[src/rtl/mmu_sched.sv]
// Host-side scheduler for a 2x2 weight-stationary matrix unit: loads weights and
// activations, sequences clear/skewed feed/drain, then streams the results back.
module mmu_sched #(
  parameter int MMU_LATENCY = 3,
  parameter int ACC_W       = 16
) (
  input  logic                 clk,
  input  logic                 rst,
  input  logic [7:0]           in_data,
  input  logic                 in_valid,
  output logic                 in_ready,
  output logic [31:0]          mmu_weights,
  output logic                 mmu_load_w,
  output logic                 mmu_clear,
  output logic [7:0]           mmu_row0,
  output logic [7:0]           mmu_row1,
  output logic                 mmu_feed_valid,
  input  logic [4*ACC_W-1:0]   mmu_c,
  output logic [7:0]           out_data,
  output logic                 out_valid,
  input  logic                 out_ready,
  output logic                 busy
);

  localparam int BPE    = ACC_W / 8;
  localparam int NBYTES = 4 * BPE;
  localparam int OIDX_W = (NBYTES > 1) ? $clog2(NBYTES) : 1;
  localparam int DRN_W  = (MMU_LATENCY > 1) ? $clog2(MMU_LATENCY) : 1;

  typedef enum logic [2:0] {
    S_LOAD,
    S_CLEAR,
    S_FEED,
    S_DRAIN,
    S_OUT
  } state_t;

  state_t              r_state;
  logic [2:0]          r_in_idx;
  logic [23:0]         r_w_stage;
  logic [31:0]         r_weights;
  logic [7:0]          r_a [4];
  logic [1:0]          r_feed_cnt;
  logic [DRN_W-1:0]    r_drain_cnt;
  logic [4*ACC_W-1:0]  r_result;
  logic [OIDX_W-1:0]   r_out_idx;
  logic                r_load_w;
  logic                r_clear;
  logic                r_feed_valid;
  logic [7:0]          r_row0;
  logic [7:0]          r_row1;

  logic                w_in_fire;
  logic                w_out_fire;
  logic [7:0]          w_out_byte;

  assign w_in_fire  = in_valid && (r_state == S_LOAD);
  assign w_out_fire = out_ready && (r_state == S_OUT);

  // Handshake and strobe outputs are forced low combinationally while rst is high,
  // so nothing leaks out in the cycle reset is first seen.
  assign in_ready       = (r_state == S_LOAD) && !rst;
  assign busy           = (r_state != S_LOAD) && !rst;
  assign out_valid      = (r_state == S_OUT) && !rst;
  assign mmu_load_w     = r_load_w && !rst;
  assign mmu_clear      = r_clear && !rst;
  assign mmu_feed_valid = r_feed_valid && !rst;
  assign mmu_row0       = rst ? 8'd0 : r_row0;
  assign mmu_row1       = rst ? 8'd0 : r_row1;
  assign mmu_weights    = r_weights;
  assign out_data       = out_valid ? w_out_byte : 8'd0;

  // Byte k walks C00..C11, most-significant byte of each accumulator first.
  always_comb begin
    // NOTE: default assignment first so no path through the loop leaves the output held (no latch).
    w_out_byte = 8'd0;
    for (int k = 0; k < NBYTES; k++) begin
      if (r_out_idx == OIDX_W'(k)) begin
        w_out_byte = r_result[(k / BPE) * ACC_W + (BPE - 1 - (k % BPE)) * 8 +: 8];
      end
    end
  end

  always_ff @(posedge clk) begin
    if (rst) begin
      // NOTE: the small operand file is reset along with everything else so an aborted job leaves no residue.
      r_state      <= S_LOAD;
      r_in_idx     <= 3'd0;
      r_w_stage    <= 24'd0;
      r_weights    <= 32'd0;
      for (int i = 0; i < 4; i++) r_a[i] <= 8'd0;
      r_feed_cnt   <= 2'd0;
      r_drain_cnt  <= '0;
      r_result     <= '0;
      r_out_idx    <= '0;
      r_load_w     <= 1'b0;
      r_clear      <= 1'b0;
      r_feed_valid <= 1'b0;
      r_row0       <= 8'd0;
      r_row1       <= 8'd0;
    end else begin
      // NOTE: non-blocking assignments throughout, so every register sees pre-edge values.
      r_load_w <= 1'b0;
      unique case (r_state)
        S_LOAD: begin
          if (w_in_fire) begin
            r_in_idx <= r_in_idx + 3'd1;
            case (r_in_idx)
              3'd0: r_w_stage[7:0]   <= in_data;
              3'd1: r_w_stage[15:8]  <= in_data;
              3'd2: r_w_stage[23:16] <= in_data;
              3'd3: begin
                // The whole weight word swaps at W11 so the array never sees a mixed set.
                r_weights <= {in_data, r_w_stage};
                r_load_w  <= 1'b1;
              end
              default: r_a[r_in_idx[1:0]] <= in_data;
            endcase
            if (r_in_idx == 3'd7) begin
              r_state <= S_CLEAR;
              r_clear <= 1'b1;
            end
          end
        end

        S_CLEAR: begin
          r_clear      <= 1'b0;
          r_state      <= S_FEED;
          r_feed_cnt   <= 2'd0;
          r_feed_valid <= 1'b1;
          r_row0       <= r_a[0];
          r_row1       <= 8'd0;
        end

        S_FEED: begin
          // Row 1 lags row 0 by one beat to match the systolic skew.
          case (r_feed_cnt)
            2'd0: begin
              r_row0     <= r_a[2];
              r_row1     <= r_a[1];
              r_feed_cnt <= 2'd1;
            end
            2'd1: begin
              r_row0     <= 8'd0;
              r_row1     <= r_a[3];
              r_feed_cnt <= 2'd2;
            end
            default: begin
              r_row0       <= 8'd0;
              r_row1       <= 8'd0;
              r_feed_valid <= 1'b0;
              r_feed_cnt   <= 2'd0;
              r_drain_cnt  <= '0;
              r_state      <= S_DRAIN;
            end
          endcase
        end

        S_DRAIN: begin
          if (r_drain_cnt == DRN_W'(MMU_LATENCY - 1)) begin
            r_result  <= mmu_c;
            r_out_idx <= '0;
            r_state   <= S_OUT;
          end else begin
            r_drain_cnt <= r_drain_cnt + DRN_W'(1);
          end
        end

        S_OUT: begin
          if (w_out_fire) begin
            if (r_out_idx == OIDX_W'(NBYTES - 1)) begin
              r_out_idx <= '0;
              r_state   <= S_LOAD;
            end else begin
              r_out_idx <= r_out_idx + OIDX_W'(1);
            end
          end
        end

        default: r_state <= S_LOAD;
      endcase
    end
  end

endmodule

[config.mk]
export PLATFORM = sky130hd
export DESIGN_NAME = mmu_sched
export DESIGN_NICKNAME = d
export VERILOG_FILES = /design/src/rtl/mmu_sched.sv
export SDC_FILE = /design/constraint.sdc
export NUM_CORES = 1
export LEC_CHECK = 0
export CAP_MARGIN = 5
export CORE_ASPECT_RATIO = 1.1
export CORE_UTILIZATION = 57
export CTS_BUF_LIST = sky130_fd_sc_hd__clkbuf_4
export CTS_CLUSTER_DIAMETER = 100
export DETAILED_ROUTE_END_ITERATION = 8
export DONT_BUFFER_PORTS = 1
export GPL_ROUTABILITY_DRIVEN = 1
export PLACE_DENSITY_LB_ADDON = 0.2
export SYNTH_ARGS = -nofsm -noshare
export SYNTH_HDL_FRONTEND = slang
export SYNTH_SLANG_ARGS = --single-unit
[constraint.sdc]
create_clock -name clk -period 3.1 [get_ports clk]
set_clock_uncertainty 0.15 [all_clocks]
set_input_delay 0.155 -clock clk [delete_from_list [all_inputs] [get_ports clk]]
set_output_delay 0.155 -clock clk [all_outputs]
set_load 0.03 [all_outputs]
==> flow_summary.toml <==
[run_status]
run_status = "finished clean"

[synthesis]
dominantRegCellSynth = "sky130_fd_sc_hd__dfxtp_1"
mappedNetlistNets = 973
synth-edff-count = 32
average_cell_area_after_synthesis_um2 = 8.87
syn_area_um2 = 7840
ys_seq_area_frac = 0.511
async_flop_share = 0
postSynthRegisterBits = 184
postSynthCellCount = 884
ys_types = 54
yosys_warnings = 0

[routing]
drt_first_iter_violations = 575
routed_via_density = 5.67
drc = 0
drt-pass1-iter-count = 5
drt-total-wl_um = 19400
routed-via-count = 6387
route.detailed.wl_per_inst_um = 17.2
drt.antenna.violating_nets = 0

[cts]
clk-insertion-delay-late_ps = 590
clk_path_buf_depth = 2
numCtsBuffers = 17
path_clk_slew_ps = 150
cts.htree.levels = 4
clock-sinks = 184
clock_tree_from_tritoncts = "done"
cts_root_buf = "sky130_fd_sc_hd__clkbuf_4"

[global_route]
grt_antenna_before_repair = 0
grt_overflow = 0
grt_pass1_vias = 6202
groute.usage.overall = 0.280
grt_pass1_wl_um = 30700
largest_net_degree_at_the_start_of_global_routing = 160

[timing]
setup_slack_ps = 224
setup_viol_count_final = 0
achievable_freq_mhz = 348
whs_ps = 81.8
timing.final.max_slew_violations = 0
minimum_clock_period_ps = 2880
max_slew.worst_pin.slew_ps = 815
unrepaired_setup_endpoints_after_global_routing = "no"
timing_hold_violations_final = 0
final_min_period_over_clock_period = 0.928
timing.slew.headroom = 0.454
totalNegativeSetupSlack_ps = 0

[place]
io_buffer_count = 0
place_ws_ps = 587
detailed_place_hpwl_um = 13000
routabilityCongestion = 0.875

[worst_setup_path]
critPathLaunchType = "register"
reg2reg_setup_slack_ps = 220
top_delay_family_on_crit_path = "simple AND/OR/NAND/NOR gates"
arrival_time_worst_endpoint_ps = 3280
worst-path-max-fanout = 32
worstPathBufferInverterCount = 2
crit_slowest_cell = "sky130_fd_sc_hd__nor4b_4"
critical_path.max_stage_delay_ps = 820
critical_path.endpoint_type = "register"
required_ps = 3500
setup.worst_path.class = "register to register"
path_cells = "nor4b_4 -> and2_1 -> buf_4 -> nand2_1 -> a21oi_1 -> dlygate4sd3_1"

[cells_and_area]
final_layout_size_suffix_gt1_frac = 0.0742
antenna_cells = 0
nNetsFinal = 1019
layout.cells.most_common = "sky130_fd_sc_hd__nand2_1"
area_growth_pct = 13.9
layout.cells.most_common_list = "sky130_fd_sc_hd__nand2_1 (211), sky130_fd_sc_hd__dfxtp_1 (152), sky130_fd_sc_hd__a21oi_1 (136)"

[power_and_ir_drop]
internal-power_mw = 3.10
p_leak_nw = 3.15
comb_power_share = 0.065
netSwitchingPower_uw = 991
worst_ir_drop_vdd_mv = 0.366
clock_power_share = 0.321
sw_frac_of_total = 0.242
cellPowerDensity_nw_per_um2 = 458
power.sequential.fraction = 0.614

[floorplan]
boundary_pin_count = 138
row_count = 44
core_area_um2 = 13300
chipWidth_um = 114
overall_die_height_um = 125
start_util = 0.588
dieArea_um2 = 14200

[hold_path]
worstHoldPathType = "primary input to register"

[job]
maxCapViolCount = 0
[path summary, 6_finish.rpt]
path / cells after the start / from / endpoint
hold reg to reg: 2 / r_result[34] / r_result[34]
hold / removal: 3 / mmu_c[32] / r_result[32]
setup / recovery: 6 / r_state[0] / mmu_weights[17]
setup reg to reg: 6 / r_state[0] / mmu_weights[17]
[final cells by class]
| cell class | instances | area (um2) |
|---|---|---|
| clock buffer | 18 | 135 |
| clock inverter | 14 | 149 |
| fill | 1089 | 4400 |
| inverter | 20 | 77.6 |
| multi-input combinational | 618 | 3450 |
| sequential | 184 | 4000 |
| tap | 184 | 230 |
| timing repair buffer | 89 | 878 |
[cell usage after synthesis, types with 2 or more instances]
library cell | count | area share
sky130_fd_sc_hd__o21ai_0 | 17 | 0.011
sky130_fd_sc_hd__mux2i_1 | 24 | 0.031
sky130_fd_sc_hd__o21bai_1 | 4 | 0.0038
sky130_fd_sc_hd__nand3_1 | 2 | 0.0013
sky130_fd_sc_hd__and2_1 | 35 | 0.028
sky130_fd_sc_hd__nand3_2 | 3 | 0.0038
sky130_fd_sc_hd__a211oi_1 | 9 | 0.0086
sky130_fd_sc_hd__dfxtp_1 | 152 | 0.39
sky130_fd_sc_hd__nand2b_1 | 10 | 0.0080
sky130_fd_sc_hd__buf_4 | 9 | 0.0086
sky130_fd_sc_hd__edfxtp_1 | 32 | 0.12
sky130_fd_sc_hd__nor3_1 | 10 | 0.0064
sky130_fd_sc_hd__a222oi_1 | 8 | 0.010
sky130_fd_sc_hd__o21a_1 | 15 | 0.014
sky130_fd_sc_hd__a21oi_1 | 136 | 0.087
sky130_fd_sc_hd__inv_1 | 18 | 0.0086
sky130_fd_sc_hd__o2111ai_4 | 2 | 0.0067
sky130_fd_sc_hd__nor3_4 | 3 | 0.0062
sky130_fd_sc_hd__buf_2 | 20 | 0.013
sky130_fd_sc_hd__clkbuf_1 | 28 | 0.013
sky130_fd_sc_hd__nor4_1 | 2 | 0.0016
sky130_fd_sc_hd__buf_6 | 4 | 0.0057
sky130_fd_sc_hd__a31oi_1 | 2 | 0.0016
sky130_fd_sc_hd__a221oi_1 | 16 | 0.018
sky130_fd_sc_hd__ha_1 | 13 | 0.021
sky130_fd_sc_hd__nor2_1 | 51 | 0.024
sky130_fd_sc_hd__nor2b_1 | 21 | 0.017
sky130_fd_sc_hd__nand2_1 | 212 | 0.10
[sequential cells by signal, indices dropped and copies added, names as in the netlist, 3 cells and up]
signal and flops:
r_a 32, r_row0 8, r_state 3, r_out_idx 3
r_row1 8, r_in_idx 3, mmu_weights 32, r_w_stage 24
r_result 64
[stage by stage]
stage / cell area, um2 / power, mW / utilization / cells
finish: 8930 / 4.09 / 0.670 / 1127
global route: 8930 / 4.26 / 0.670 / 1127
CTS: 8910 / 4.12 / 0.669 / 1127
detailed placement: 7840 / 2.70 / 0.588 / 1018
global placement: 7840 / 2.69 / 0.588 / 1018
floorplan: 7840 / 2.69 / - / 884
[worst reg2reg max path: stages (launching register included)]
cell                            delay, ps
sky130_fd_sc_hd__dfxtp_1              550
sky130_fd_sc_hd__nor4b_4              820
sky130_fd_sc_hd__and2_1               220
sky130_fd_sc_hd__buf_4                310
sky130_fd_sc_hd__nand2_1              110
sky130_fd_sc_hd__a21oi_1              120
sky130_fd_sc_hd__dlygate4sd3_1        560
[power groups by stage]
stage                     combinational (mW)  clock, mW  sequential [mW]
after global routing                   0.286       1.46             2.52
after global placement                 0.126          0             2.56
after floorplan                        0.141          0             2.55
after detailed placement               0.132          0             2.56
after CTS                              0.264       1.34             2.51
final                                  0.265       1.31             2.51
[repair_timing]
item | in CTS | in global routing
resized for setup | 1 | 5
setup endpoints to repair | 8 | 8
endpoints found under the hold margin | 216 | 0
hold buffers | 77 | 0
buffers inserted | 0 | 0
[layer usage]
metal	share of wire	GRT usage
met5	0	0
met4	0.032	0.117
met3	0.066	0.0771
met2	0.52	0.499
met1	0.39	0.313
[kinds of logic (layout without fill, tap and decap cells)]
family	after synthesis	count (layout)	synth area share
muxes	25	25	0.0321
xor gates and xnor gates	1	1	0.00112
DFF	184	184	0.511
and+or+nand+nor	362	362	0.214
buffers and inverters	82	141	0.0506
AOI/OAI and AO/OA	217	217	0.170
adders and majority gates	13	13	0.0208
Power figures use the tool's default switching activity.
